### src/rtl/bus_pkg.sv
// Shared encodings for the CPU memory-access back end: FSM states, window
// selects and lane-shift helpers used by cpu_bus_ctrl and its lane aligner.
package bus_pkg;

  localparam logic [1:0] ST_IDLE    = 2'd0;
  localparam logic [1:0] ST_ACCESS  = 2'd1;
  localparam logic [1:0] ST_RESPOND = 2'd2;
  localparam logic [1:0] ST_RECOVER = 2'd3;

  localparam logic [1:0] WIN_NONE = 2'd0;
  localparam logic [1:0] WIN_RAM  = 2'd1;
  localparam logic [1:0] WIN_IO   = 2'd2;

  localparam int unsigned BUS_LANES  = 4;
  localparam int unsigned LANE_WIDTH = 8;

  // Bit distance for a byte-lane offset (off * 8).
  function automatic logic [4:0] lane_shift(input logic [1:0] off);
    return {off, 3'b000};
  endfunction

endpackage

### src/rtl/cpu_bus_lane_aligner.sv
// Combinational byte-lane steering between the CPU's low-aligned lanes and
// the bus lanes selected by the low address bits.
module cpu_bus_lane_aligner
  import bus_pkg::*;
(
  input  logic [1:0]  i_off,
  input  logic [3:0]  i_mask,
  input  logic [31:0] i_wdata,
  input  logic [31:0] i_rdata,
  output logic [3:0]  o_be,
  output logic [31:0] o_wdata,
  output logic [31:0] o_rdata
);

  logic [4:0] w_shift;

  always_comb begin
    w_shift = lane_shift(i_off);
    // Lanes shifted past bit 3 are dropped, matching (mask << off)[3:0].
    o_be    = i_mask << i_off;
    o_wdata = i_wdata << w_shift;
    o_rdata = i_rdata >> w_shift;
  end

endmodule

### src/rtl/cpu_bus_ctrl.sv
// CPU memory-access back end: decodes RAM/IO windows, steers byte lanes and
// reports faults. Define CPU_BUS_TIMEOUT_EN to compile in the ACCESS watchdog.
module cpu_bus_ctrl
  import bus_pkg::*;
#(
  parameter logic [31:0] RAM_BASE       = 32'h40000000,
  parameter int unsigned RAM_SIZE_LOG2  = 16,
  parameter logic [31:0] IO_BASE        = 32'hF0000000,
  parameter int unsigned IO_SIZE_LOG2   = 16,
  parameter int unsigned TIMEOUT_CYCLES = 256
) (
  input  logic        clk,
  input  logic        rst,
  input  logic [31:0] ma_addr,
  input  logic [31:0] ma_data_out,
  input  logic [3:0]  ma_data_mask,
  input  logic        ma_rd_req,
  input  logic        ma_wr_req,
  output logic [31:0] ma_data_in,
  output logic        ma_done,
  output logic        ma_timeout,
  output logic [31:0] bus_addr,
  output logic [31:0] bus_wdata,
  output logic [3:0]  bus_be,
  output logic        bus_rd,
  output logic        bus_wr,
  output logic        ram_sel,
  output logic        io_sel,
  input  logic [31:0] ram_rdata,
  input  logic [31:0] io_rdata,
  input  logic        ram_ack,
  input  logic        io_ack
);

  logic [1:0]  r_state;
  logic        r_fault;
  logic [1:0]  r_win;
  logic        r_bus_rd;
  logic        r_bus_wr;
  logic [31:0] r_addr;
  logic [31:0] r_wdata;
  logic [3:0]  r_mask;
  logic [31:0] r_data_in;

  logic        w_req;
  logic        w_ram_hit;
  logic        w_io_hit;
  logic        w_ack;
  logic        w_expired;
  logic [31:0] w_rdata_sel;
  logic [3:0]  w_be;
  logic [31:0] w_wdata_sh;
  logic [31:0] w_rdata_sh;

  assign w_req     = ma_rd_req | ma_wr_req;
  assign w_ram_hit = (ma_addr[31:RAM_SIZE_LOG2] == RAM_BASE[31:RAM_SIZE_LOG2]);
  assign w_io_hit  = (ma_addr[31:IO_SIZE_LOG2] == IO_BASE[31:IO_SIZE_LOG2]);

  assign w_rdata_sel = (r_win == WIN_IO) ? io_rdata : ram_rdata;
  assign w_ack = (r_state == ST_ACCESS) &&
                 (((r_win == WIN_RAM) && ram_ack) || ((r_win == WIN_IO) && io_ack));

`ifdef CPU_BUS_TIMEOUT_EN
  localparam int unsigned WD_W = $clog2(TIMEOUT_CYCLES + 1);

  logic [WD_W-1:0] r_wd;

  // Held at zero outside ACCESS, so it is already clear on entry.
  always_ff @(posedge clk) begin
    if (rst || (r_state != ST_ACCESS)) begin
      r_wd <= '0;
    end else if (!w_ack) begin
      r_wd <= r_wd + 1'b1;
    end
  end

  assign w_expired = (r_state == ST_ACCESS) && (r_wd == WD_W'(TIMEOUT_CYCLES - 1));
`else
  assign w_expired = 1'b0;
`endif

  // Bus-side lanes derive from latched request fields, so they hold for all of ACCESS.
  cpu_bus_lane_aligner u_aligner (
    .i_off   (r_addr[1:0]),
    .i_mask  (r_mask),
    .i_wdata (r_wdata),
    .i_rdata (w_rdata_sel),
    .o_be    (w_be),
    .o_wdata (w_wdata_sh),
    .o_rdata (w_rdata_sh)
  );

  always_ff @(posedge clk) begin
    if (rst) begin
      r_state   <= ST_IDLE;
      r_fault   <= 1'b0;
      r_win     <= WIN_NONE;
      r_bus_rd  <= 1'b0;
      r_bus_wr  <= 1'b0;
      r_addr    <= '0;
      r_wdata   <= '0;
      r_mask    <= '0;
      r_data_in <= '0;
    end else begin
      case (r_state)
        ST_IDLE: begin
          if (w_req) begin
            r_addr  <= ma_addr;
            r_wdata <= ma_data_out;
            r_mask  <= ma_data_mask;
            if (w_ram_hit || w_io_hit) begin
              r_state  <= ST_ACCESS;
              r_fault  <= 1'b0;
              r_win    <= w_ram_hit ? WIN_RAM : WIN_IO;
              r_bus_rd <= ma_rd_req;
              r_bus_wr <= !ma_rd_req;
            end else begin
              r_state <= ST_RESPOND;
              r_fault <= 1'b1;
            end
          end
        end
        ST_ACCESS: begin
          if (w_ack || w_expired) begin
            if (w_ack && r_bus_rd) begin
              r_data_in <= w_rdata_sh;
            end
            r_state  <= ST_RESPOND;
            r_fault  <= !w_ack;
            r_win    <= WIN_NONE;
            r_bus_rd <= 1'b0;
            r_bus_wr <= 1'b0;
          end
        end
        ST_RESPOND: begin
          r_state <= ST_RECOVER;
        end
        default: begin
          r_state <= ST_IDLE;
          r_fault <= 1'b0;
        end
      endcase
    end
  end

  assign ma_data_in = r_data_in;
  assign ma_done    = (r_state == ST_RESPOND) && !r_fault;
  assign ma_timeout = (r_state == ST_RESPOND) && r_fault;
  assign bus_addr   = {r_addr[31:2], 2'b00};
  assign bus_wdata  = w_wdata_sh;
  assign bus_be     = w_be;
  assign bus_rd     = r_bus_rd;
  assign bus_wr     = r_bus_wr;
  assign ram_sel    = (r_win == WIN_RAM);
  assign io_sel     = (r_win == WIN_IO);

endmodule

### config.mk
export PLATFORM = sky130hd
export DESIGN_NAME = cpu_bus_ctrl
export DESIGN_NICKNAME = d
export VERILOG_FILES = /design/src/rtl/bus_pkg.sv /design/src/rtl/cpu_bus_lane_aligner.sv /design/src/rtl/cpu_bus_ctrl.sv
export SDC_FILE = /design/constraint.sdc
export NUM_CORES = 1
export LEC_CHECK = 0
export ABC_AREA = 0
export ABC_CLOCK_PERIOD_IN_PS = 4340
export CAP_MARGIN = 20
export CELL_PAD_IN_SITES_DETAIL_PLACEMENT = 0
export CELL_PAD_IN_SITES_GLOBAL_PLACEMENT = 2
export CORE_UTILIZATION = 24
export CTS_CLUSTER_DIAMETER = 60
export DETAILED_ROUTE_END_ITERATION = 10
export GPL_TIMING_DRIVEN = 0
export MAX_ROUTING_LAYER = met4
export PLACE_DENSITY_LB_ADDON = 0.1
export SETUP_SLACK_MARGIN = 0.5
export SYNTH_ARGS = -nofsm -noshare
export SYNTH_HDL_FRONTEND = slang
export SYNTH_HIERARCHICAL = 1
export SYNTH_SLANG_ARGS = --single-unit
export TNS_END_PERCENT = 100
### constraint.sdc
create_clock -name clk -period 4.34 [get_ports clk]
set_input_delay 0.651 -clock clk [delete_from_list [all_inputs] [get_ports clk]]
set_output_delay 0.651 -clock clk [all_outputs]
set_load 0.02 [all_outputs]
After elaboration in Yosys (flattened, before gate mapping)
Index checks and enable logic that the tools add are counted.
{ "word_totals": {"word_cells": 62, "latch_bits": 0, "out_inout_bits": 106, "mem_bits_ro": 0, "regBits": 107, "mem_count": 0, "ram_bits": 0, "input_bits": 138} }
{ "op_classes": {"n_mux": 21, "n_reduce_logical": 18, "n_addsub": 0, "div": 0, "multipliers": 0, "shift": 3, "n_bitwise": 2, "eq_ne": 9, "order_cmp": 0} }
{ "op_table": {"columns": ["cell", "count"], "rows": [
  ["2-to-1 mux 32 bit", 1],
  ["<< shifter 32 x 5 -> 32 bit", 1],
  ["right shift 32 x 5 -> 32 bit", 1],
  ["equality test 16 x 15 -> 1 bit (second input constant)", 1],
  ["equality test 16 bit (second input constant)", 1],
  ["2-to-1 mux 2 bit", 7],
  ["2-to-1 mux 1 bit", 8],
  ["logical AND 1 bit", 6],
  ["inequality test 2 bit (second input constant)", 3],
  ["case mux 2 bit (3 select lines)", 1],
  ["AND reduction 3 bit", 2],
  ["equality test 2 x 1 -> 1 bit (second input constant)", 2],
  ["equality test 2 bit (second input constant)", 2],
  ["case mux 1 bit (2 select lines)", 2],
  ["case mux 2 bit (2 select lines)", 1],
  ["AND reduction 2 bit", 2],
  ["AND reduction 4 bit", 1],
  ["<< shifter 4 x 2 -> 4 bit", 1],
  ["zero test 1 bit", 3],
  ["case mux 1 bit (3 select lines)", 1],
  ["zero test 2 bit", 1],
  ["logical OR 1 bit", 2],
  ["nonzero test 2 bit", 1],
  ["NOT 1 bit", 1],
  ["bitwise OR 1 bit", 1]
]} }

Logic depth before layout (Yosys ltp)
Gate-level depths: netlist of run 1.
{ "depth": {"word_depth": 7, "depth_mapped": 10, "ltp_nobuf": 8} }

Hierarchy
Netlist of run 1, hierarchy kept.
{ "modules_own_cells": {"columns": ["module", "area_each_um2", "cells_per_inst", "seq_area_each_um2", "instances"], "rows": [
  ["cpu_bus_ctrl", 4556.9, 634, 2142.1, 1],
  ["cpu_bus_lane_aligner", 1156.1, 137, 0.0, 1]
]} }

Worst setup path after synthesis of run 1
OpenSTA, ideal clock, no wires.
{ "synth_timing": {"path_kind": "in2reg", "start": "input port ma_addr[16]", "end": "register r_bus_wr, in the netlist bus_wr", "t_required_ns": 4.219, "setup_time_ns": 0.121, "setup_slack_ns": 2.348, "n_path_buf": 0, "t_arrival_ns": 1.870, "stages": 5, "cell_sequence": "nor4_1 o211ai_1 or3_1 a22o_1 mux2_4"} }
{ "synth_between": {"elab_chain_cells": 4, "elab_cells_between_ends": 5, "cone_classes": "eq/ne (3); reduce/logical (2)"} }
{ "synth_lines": {"columns": ["item", "line_no", "text"], "rows": [
  ["from (decl)", "cpu_bus_ctrl.sv:14", "input logic [31:0] ma_addr,"],
  ["equality test 16 x 15 -> 1 bit / equality test 16 bit (equally long branches)", "cpu_bus_ctrl.sv:56, cpu_bus_ctrl.sv:57", null],
  ["logical OR 1 bit *", "cpu_bus_ctrl.sv:111", "if (w_ram_hit || w_io_hit) begin"],
  ["inequality test 2 bit (no source line) *", null, null],
  ["AND reduction 4 bit (no source line) *", null, null],
  ["to (signal assigned)", "cpu_bus_ctrl.sv:116", "r_bus_wr <= !ma_rd_req;"],
  ["to (decl)", "cpu_bus_ctrl.sv:39", "logic r_bus_wr;"]
]} }
Mark *: on every way between the ends. The rest lies on a longest branch, timed or not.
A chain may end at the register's enable or synchronous reset.

Worst setup path in the final report of run 1
{ "layout_timing": {"start": "register r_win[0]", "end": "output port io_sel"} }
{ "layout_between": {"elab_chain_cells": 1} }
{ "layout_lines": {"columns": ["item", "line_no", "text"], "rows": [
  ["from (decl)", "cpu_bus_ctrl.sv:37", "logic [1:0] r_win;"],
  ["from (signal assigned)", "cpu_bus_ctrl.sv:114", "r_win <= w_ram_hit ? WIN_RAM : WIN_IO;"],
  ["equality test 2 bit", "cpu_bus_ctrl.sv:155", "assign io_sel = (r_win == WIN_IO);"],
  ["to (decl)", "cpu_bus_ctrl.sv:28", "output logic io_sel,"]
]} }
Every way passes these cells.

==> results.md, run 1 <==
Job:
- Max-cap violations in this run came to 0.

Finish:
- In the layout the commonest cells are sky130_fd_sc_hd__nand2_1 (302), sky130_fd_sc_hd__clkdlybuf4s50_1 (240), sky130_fd_sc_hd__dfxtp_1 (107).
- From synthesis to final layout, the design area changed by 54.4%.
- Of the cells placed in the final design, the portion with a size suffix greater than 1 is 7.68%.
- The final layout net count is 1165.
- After routing the design area is 8820 sq um.
- The most common cell after layout, fill and taps aside is sky130_fd_sc_hd__nand2_1.
- The count of non-filler cells in the finished layout is 1350.

Drt:
- The detailed router placed 5846 vias in this run.
- For this block, the initial DRC count from the detailed router was 299.
- The routed wire length is 23200 microns.
- The detail route stage leaves a number of antenna-violating nets equal to 0.
- The average wire per standard cell is 17.2 microns.
- Dividing the detail-routed via count by the number of cells gives around 4.3.
- The first detailed-routing pass ran for 4 iterations.
- After detailed routing, the number of remaining DRC violations is 0.

Clock tree:
- The post-CTS clock slew at the launch and capture registers of the worst setup and hold paths is about 0.080 ns.
- The count of cells resized by post-cts repair is 0.
- In this run the number of H-tree levels came out at 3.
- Clock tree synthesis selected as its root buffer the cell sky130_fd_sc_hd__clkbuf_16.
- The latest clock arrival within the worst-skew pair is 0.36 ns.
- The number of buffers on the longest clock path is 2.
- The number of hold-repair buffers added at the cts stage is 0.
- The clock tree from TritonCTS is yes.
- The clock buffer count from CTS is 9.
- Clock tree synthesis found a total of around 110 sinks.
- The post-CTS setup-driven buffer insertion count is 0.

Hold path:
- The hold-critical path depth is 2.
- The tightest min-delay check is of the reg -> reg type.

Power:
- Power spread over the standard cell area amounts to 452 nW/um^2.
- The design draws 3.99 mW.
- In this run, the clock network consumes between 20% and 30% of the power.
- For this design the total switching power over the nets is 1.59 mW.
- The internal power of the cells totals 2.40 mW.
- The sequential cell fraction of total power is a little under a third.
- The proportion of power drawn by combinational gates is approximately 47%.
- The fraction of power spent switching nets is 39.8%.
- The peak supply drop is 217 uV.
- The cell leakage power is around 3.3 nW.

Synthesis:
- In the synthesized netlist the async set-or-reset flop fraction comes to 0%.
- The dominant register cell in the synthesized netlist is sky130_fd_sc_hd__dfxtp_1.
- After synthesis, the share of cell area in mux cells is 12.4%.
- The post-synthesis area per instance is about 7.4 sq um.
- The count of mapped cells out of synthesis is 771.
- The synthesized-area fraction occupied by ao, oa, aoi and oai cells is 13.3%.
- The dominant combinational cell family by area after synthesis is simple AND/OR/NAND/NOR gates.
- Summing the areas of all fa, ha and maj instances in the mapped netlist gives less than 1% of the synthesized area.
- After synthesis, flip-flops and latches occupy between 30% and 40% of the total area.
- The Yosys step of the flow raised 6 warnings.
- The synthesized design contains 0 enable-type register cells.
- The number of different library cells in the post-synthesis netlist is 44.
- The netlist area before placement is 5710 sq um.
- The post-synthesis share of cell area spent on and, or, nand and nor gates is 26.0%.
- The synthesized design contains between 100 and 150 register bits.
- After Yosys synthesis, XOR and XNOR cells account for 0% of the synthesized area.

Timing:
- The minimum period implied by the final worst setup slack is 3.06 ns.
- The transition at the pin with the smallest max-transition slack is 0.804 ns.
- Setup slack closes at 1.28 ns.
- The final critical-path share of the clock period is 70.6%.
- The total count of max-transition violations in the final report was 0.
- Setup total negative slack on the finished layout was measured at 0 ns.
- The largest clock skew in the final design is roughly 0.018 ns.
- Setup repair after global routing left no endpoint under its margin.
- The final hold violation count was 0.
- Based on the critical path, the design can be clocked at up to 326 MHz.
- The worst max-slew margin expressed relative to the limit is 46.4%.
- Setup violations remaining at the end of the flow were counted as 0.

Critical path:
- The critical path start-end classification is reg -> out.
- The largest single stage delay on the critical path is 0.72 ns.
- At the worst endpoint, the required time is 3.69 ns.
- The worst setup path is captured at a primary output.
- The cell with the biggest individual delay on the critical path is sky130_fd_sc_hd__clkdlybuf4s50_1.
- Along the worst path, the maximum fanout reaches 10.
- Traced cell by cell, the critical path runs through nand2b_1 > buf_2 > inv_2 > clkbuf_1 > clkdlybuf4s50_1.
- The nature of the critical path startpoint is a flop.
- The worst-case reg-to-reg path depth is 8.
- The internal reg-to-reg setup slack is 1.95 ns.
- The arrival time reported for the critical path endpoint is 2.41 ns.

Place:
- The last weighted congestion value of the routability-driven placer is 0.791.
- Summing all placed instances gives a cell area of 8520 sq um.
- The count of buffers added on input and output ports is 240.
- The number of cells in the design after placement is ~1300.
- Prior to clock tree synthesis, the placed netlist has a worst setup slack of between 1 and 1.5 ns.
- The wire-length estimate of the detail-placed layout is ~18000 microns.

Floorplan:
- Measured along the x axis, the die boundary spans 156 microns.
- The initial utilization of the core area, before any placement, comes to between 20% and 30%.
- The die is ~160 microns tall.
- The area of the die is 24400 sq um.
- In this run the core area contains 56 standard-cell rows.
- The core region is 23400 sq um.
- 244 I/O pins were placed.

GRT:
- For this run, the total global-route usage over all layers was measured as 19.4%.
- The number of antenna violations at the first check in global routing was 3.
- The residual overflow from global routing is 0.
- The via count of the first global-routing pass was 5606.
- The first-pass GRT wire length is 33700 microns.
- The pin count of the biggest net entering global routing is 20.

Status:
- The run finished with clean final reports.
[worst paths after layout]
kind	from	endpoint
setup / recovery	r_win[0]	io_sel
hold / removal	r_addr[16]	r_addr[16]
setup reg to reg	r_state[0]	r_wdata[7]
hold reg to reg	r_addr[16]	r_addr[16]
[synth_stat cells (2+ instances only)]
cell type / n / share of area, %
sky130_fd_sc_hd__and3_1: 2 / 0.22
sky130_fd_sc_hd__nand2_1: 302 / 20
sky130_fd_sc_hd__o2bb2ai_1: 16 / 2.5
sky130_fd_sc_hd__mux2i_1: 69 / 12
sky130_fd_sc_hd__buf_6: 7 / 1.4
sky130_fd_sc_hd__o21ai_0: 3 / 0.26
sky130_fd_sc_hd__buf_4: 32 / 4.2
sky130_fd_sc_hd__o211ai_1: 2 / 0.26
sky130_fd_sc_hd__inv_1: 4 / 0.26
sky130_fd_sc_hd__a21oi_1: 101 / 8.8
sky130_fd_sc_hd__ha_1: 4 / 0.88
sky130_fd_sc_hd__clkbuf_1: 28 / 1.8
sky130_fd_sc_hd__dfxtp_1: 107 / 37
sky130_fd_sc_hd__nor2b_1: 4 / 0.44
sky130_fd_sc_hd__a22o_1: 2 / 0.31
sky130_fd_sc_hd__buf_2: 13 / 1.1
sky130_fd_sc_hd__buf_1: 6 / 0.39
sky130_fd_sc_hd__nor3_1: 4 / 0.35
sky130_fd_sc_hd__nand3_1: 3 / 0.26
sky130_fd_sc_hd__buf_8: 2 / 0.53
sky130_fd_sc_hd__nor2_1: 20 / 1.3
sky130_fd_sc_hd__and2_1: 18 / 2.0
[cell families (layout without fill, tap and decap cells)]
kind of cell,after synthesis,after routing
and+or+nand+nor,363,363
AOI/OAI and AO/OA,132,132
DFF,107,107
buffers and inverters,94,350
muxes,70,70
adders and majority gates,4,4
other,1,5
[layer usage]
layer / share of wire (%) / up-vias / wire (microns) / GRT usage [%]
met5: 0 / - / 0 / -
met4: 1.3 / 0 / 301 / 5.23
met3: 7.3 / 17 / 1690 / 5.10
met2: 44 / 171 / 10100 / 29.4
met1: 48 / 2651 / 11100 / 25.3
li1: - / 3007 / - / -
[per-stage QoR]
stage,hold WS [ns],utilization (%)
floorplan,0.436,-
global placement,0.442,36.4
detailed placement,0.447,36.4
CTS,0.459,37.7
global route,0.476,37.7
finish,0.455,37.7
[sequential cells by signal (all words and copies together) (netlist names)]
register and cells:
r_mask 4, r_state 2, bus_rd 1, r_fault 1, bus_wr 1, ma_data_in 32, r_wdata 32, r_addr 32
r_win 2
[critical path, delay by kind of cell, from the launching register on]
family        cells  cell delay [ns]
simple gates      1             0.14
buf+inv           4             1.58
flops             1             0.32
[final cells by class]
cell class	count	area, sq um
Fill cell	2595	14600
Multi-Input combinational cell	571	3010
Timing Repair Buffer	240	2400
Sequential cell	107	2140
Buffer	89	547
Tap cell	319	399
Clock buffer	10	239
Clock inverter	6	57.6
Inverter	5	18.8
Antenna cell	3	7.51
[power groups by stage]
stage	combinational [mW]	clock [mW]	sequential [mW]
after floorplan	1.14	0	1.24
after global placement	1.91	0	1.28
after detailed placement	1.91	0	1.29
after CTS	1.92	0.874	1.26
after global routing	2.05	0.911	1.29
final	1.89	0.840	1.26
Power figures use the tool's default switching activity.
==> inputs of run 2 (changes only) <==
--- a/config.mk
+++ b/config.mk
@@ -6,11 +6,11 @@
 export NUM_CORES = 1
 export LEC_CHECK = 0
 export ABC_AREA = 0
-export ABC_CLOCK_PERIOD_IN_PS = 4340
+export ABC_CLOCK_PERIOD_IN_PS = 3000
 export CAP_MARGIN = 20
 export CELL_PAD_IN_SITES_DETAIL_PLACEMENT = 0
 export CELL_PAD_IN_SITES_GLOBAL_PLACEMENT = 2
-export CORE_UTILIZATION = 24
+export CORE_UTILIZATION = 23
 export CTS_CLUSTER_DIAMETER = 60
 export DETAILED_ROUTE_END_ITERATION = 10
 export GPL_TIMING_DRIVEN = 0
==> constraint.sdc (replaced) <==
create_clock -name clk -period 3 [get_ports clk]
set_input_delay 0.45 -clock clk [delete_from_list [all_inputs] [get_ports clk]]
set_output_delay 0.45 -clock clk [all_outputs]
set_load 0.02 [all_outputs]
==> run 2 against run 1 <==
- critical path depth fell by 1
- register-to-register slack got worse by 1.2 ns
- sequential cell count did not move
- design area rose by 0.30%
- clock power rose by 39%
- routed wire length rose by 1.8%
- critical path type unchanged
==> results.md, run 2 (synthesized netlist as in run 1, its figures left out) <==
Clock tree:
- The post-CTS clock slew at the launch and capture registers of the worst setup and hold paths is 0.08 ns (about the same).
- The sink count of the clock tree was 107 (unchanged).
- The number of buffers on the longest clock path is 2 (unchanged).
- The post-CTS setup-driven buffer insertion count is 0 (unchanged).
- The CTS root buffer is sky130_fd_sc_hd__clkbuf_16.
- The level count of the clock H-tree is 3 (unchanged).
- The latest clock arrival within the worst-skew pair is 0.36 ns (about the same).
- The clock buffer count from CTS was 9 (unchanged).
- TritonCTS built the clock tree.
- The number of hold-repair buffers added at the cts stage was 0 (unchanged).

Status:
- The flow ran to the end, and the final reports show no timing, DRC or antenna violations.

GRT:
- The number of antenna violations at the first check in global routing is 0 (-3).
- The residual overflow from global routing is 0 (unchanged).
- The aggregate global-route resource usage came to 19.2% (-0.19 points).
- The first-pass GRT wire length is 35800 microns (+6.2%).
- The via count of the first global-routing pass is 5965 (+6.4%).
- The pin count of the biggest net entering global routing came to 19 (-5.0%).

Floorplan:
- The core footprint is 24300 sq um (+3.9%).
- The number of primary I/O pins is 244 (unchanged).
- The die outline height is 160 microns (+2.1%).
- The placement row count is 57 (+1.8%).
- The area of the die is 25500 sq um (+4.3%).
- The width of the chip was 160 microns (+2.1%).
- The initial core utilization is 23.5% (-0.92 points).

Finish:
- The area growth from synthesis to layout is 54.9%.
- The layout cell share with drive strength beyond 1 came to 8.17% (+0.49 points).
- The count of non-filler cells in the finished layout was 1352 (+0.15%).
- The post-route core utilization came to 36.4% (-1.3 points).
- Leaving out fill and tap cells, the most frequent cell in the layout is sky130_fd_sc_hd__nand2_1.
- The final layout net count was 1165 (unchanged).
- The total inserted antenna cells was 0 (-3).
- In the layout the commonest cells are sky130_fd_sc_hd__nand2_1 (302), sky130_fd_sc_hd__clkdlybuf4s50_1 (214), sky130_fd_sc_hd__dfxtp_1 (107).

Place:
- The last weighted congestion value of the routability-driven placer is 0.828 (+4.7%).
- The total of buffers placed on input and output ports was 240 (unchanged).
- The placed wire-length estimate after detailed placement was 18200 microns (+2.8%).
- The number of cells in the design after placement is 1336 (+0.38%).

Critical path:
- The internal reg-to-reg setup slack is 0.77 ns (-1.18 ns).
- The critical path start-end classification is reg -> out.
- The critical path endpoint category is a primary output.
- STA classifies the critical path startpoint as a flop.
- The arrival time reported for the critical path endpoint came to 1.98 ns (-0.43 ns).
- The maximum fanout count along the critical path came to 10 (unchanged).
- The worst endpoint required time is 2.55 ns (-1.14 ns).

Power:
- The cell leakage power is 3.63 nW (+9.7%).
- The peak supply drop was 297 uV (+37%).
- The total chip power is 5.71 mW (+43%).
- The power per cell area is 645 nW/um^2 (+43%).

Hold path:
- The class of the worst hold path is reg -> reg.

Timing:
- The number of endpoints failing setup at the final stage is 0 (unchanged).
- The final critical-path share of the clock period is 80.8%.
- The total count of max-transition violations in the final report came to 0 (unchanged).
- Setup repair after global routing could not meet its margin everywhere.
- The largest clock skew in the final design is 0.0133 ns (-0.00485 ns).
- The final hold violation count came to 0 (unchanged).
- The clock period could shrink to between 2 and 2.5 ns.
- The transition at the pin with the smallest max-transition slack came to 0.710 ns (-0.0942 ns).
- The worst max-slew margin expressed relative to the limit was 52.7% (+6.3 points).
- Based on the critical path, the design can be clocked at up to about 400 MHz.
- The final worst hold slack is 0.455 ns (-0.000747 ns).
- The sum of negative setup slack was 0 ns (unchanged).

Drt:
- The routed wire length is 23600 microns (+1.8%).
- The count of TritonRoute iterations in the first routing pass was 4 (unchanged).
- The remaining number of nets flagged by the antenna check after routing is 0 (unchanged).
- The initial detailed-routing violation count was 234 (-22%).
- The overall via count from detail_route came to 5858 (+0.21%).
- The average wire per standard cell was 17.4 microns (+1.7%).
- The number of vias per cell came to 4.33 (about the same).
- The post-route DRC violation count was 0 (unchanged).

Job:
- The number of maximum-capacitance violations came to 0 (unchanged).
==> run 2: cell count changes in the layout (fill, tap and decap cells not counted), sizes merged <==
cell / previous run / this run
clkdlybuf4s50: 240 / 214
dlymetal6s2s: 0 / 17
dlygate4sd2: 0 / 9
diode: 3 / 0
buf: 60 / 59
clkbuf: 39 / 40
clkinvlp: 1 / 2
inv: 8 / 7
==> run 2: power by group <==
group / switching [mW] / leakage, nW / internal, mW
Sequential: 0.173 / 0.874 / 1.65
Combinational: 1.53 / 2.62 / 1.19
Clock: 0.593 / 0.131 / 0.574
Total: 2.30 / 3.63 / 3.41
==> run 2: repair_timing <==
action,in CTS,in global routing
gates resized for setup,15,22
endpoints found under the setup margin,28,37
pin swaps,0,0
==> run 2: path summary, 6_finish.rpt <==
check	startpoint	to	cells after the start
worst min-delay path	r_addr[4]	r_addr[4]	2
worst max-delay path	r_addr[1]	bus_wdata[27]	4
worst min register to register	r_addr[4]	r_addr[4]	2
worst max register to register	r_state[1]	r_wdata[8]	8
==> run 2: metal layers <==
layer | track usage [%] | vias up | part of all wire [%]
met4 | 4.11 | 0 | 0.99
met3 | 4.14 | 15 | 5.7
li1 | - | 2995 | -
met5 | - | - | 0
met1 | 24.5 | 2666 | 47
met2 | 30.9 | 182 | 46
==> run 2: area by class of cell <==
type                       instances  area [sq um]
buffer                            89           562
clock buffer                      10           229
clock inverter                     6          48.8
fill                            2613         15500
inverter                           5          18.8
multi-input combinational        571          3010
sequential                       107          2140
tap                              324           405
timing repair buffer             240          2430
==> run 2: worst max-delay path, cell delays in order (launching register included) <==
cell	delay, ns
sky130_fd_sc_hd__dfxtp_1	0.35
sky130_fd_sc_hd__buf_6	0.16
sky130_fd_sc_hd__buf_4	0.26
sky130_fd_sc_hd__mux2i_1	0.21
sky130_fd_sc_hd__clkdlybuf4s50_1	0.63
==> run 2: per-stage QoR <==
| stage | instance area [sq um] | worst slack, ns |
|---|---|---|
| finish | 8850 | 0.575 |
| global route | 8850 | 0.496 |
| CTS | 8800 | 0.430 |
| detailed placement | 8520 | 0.266 |
| global placement | 8520 | 0.238 |
| floorplan | 5720 | 1.18 |
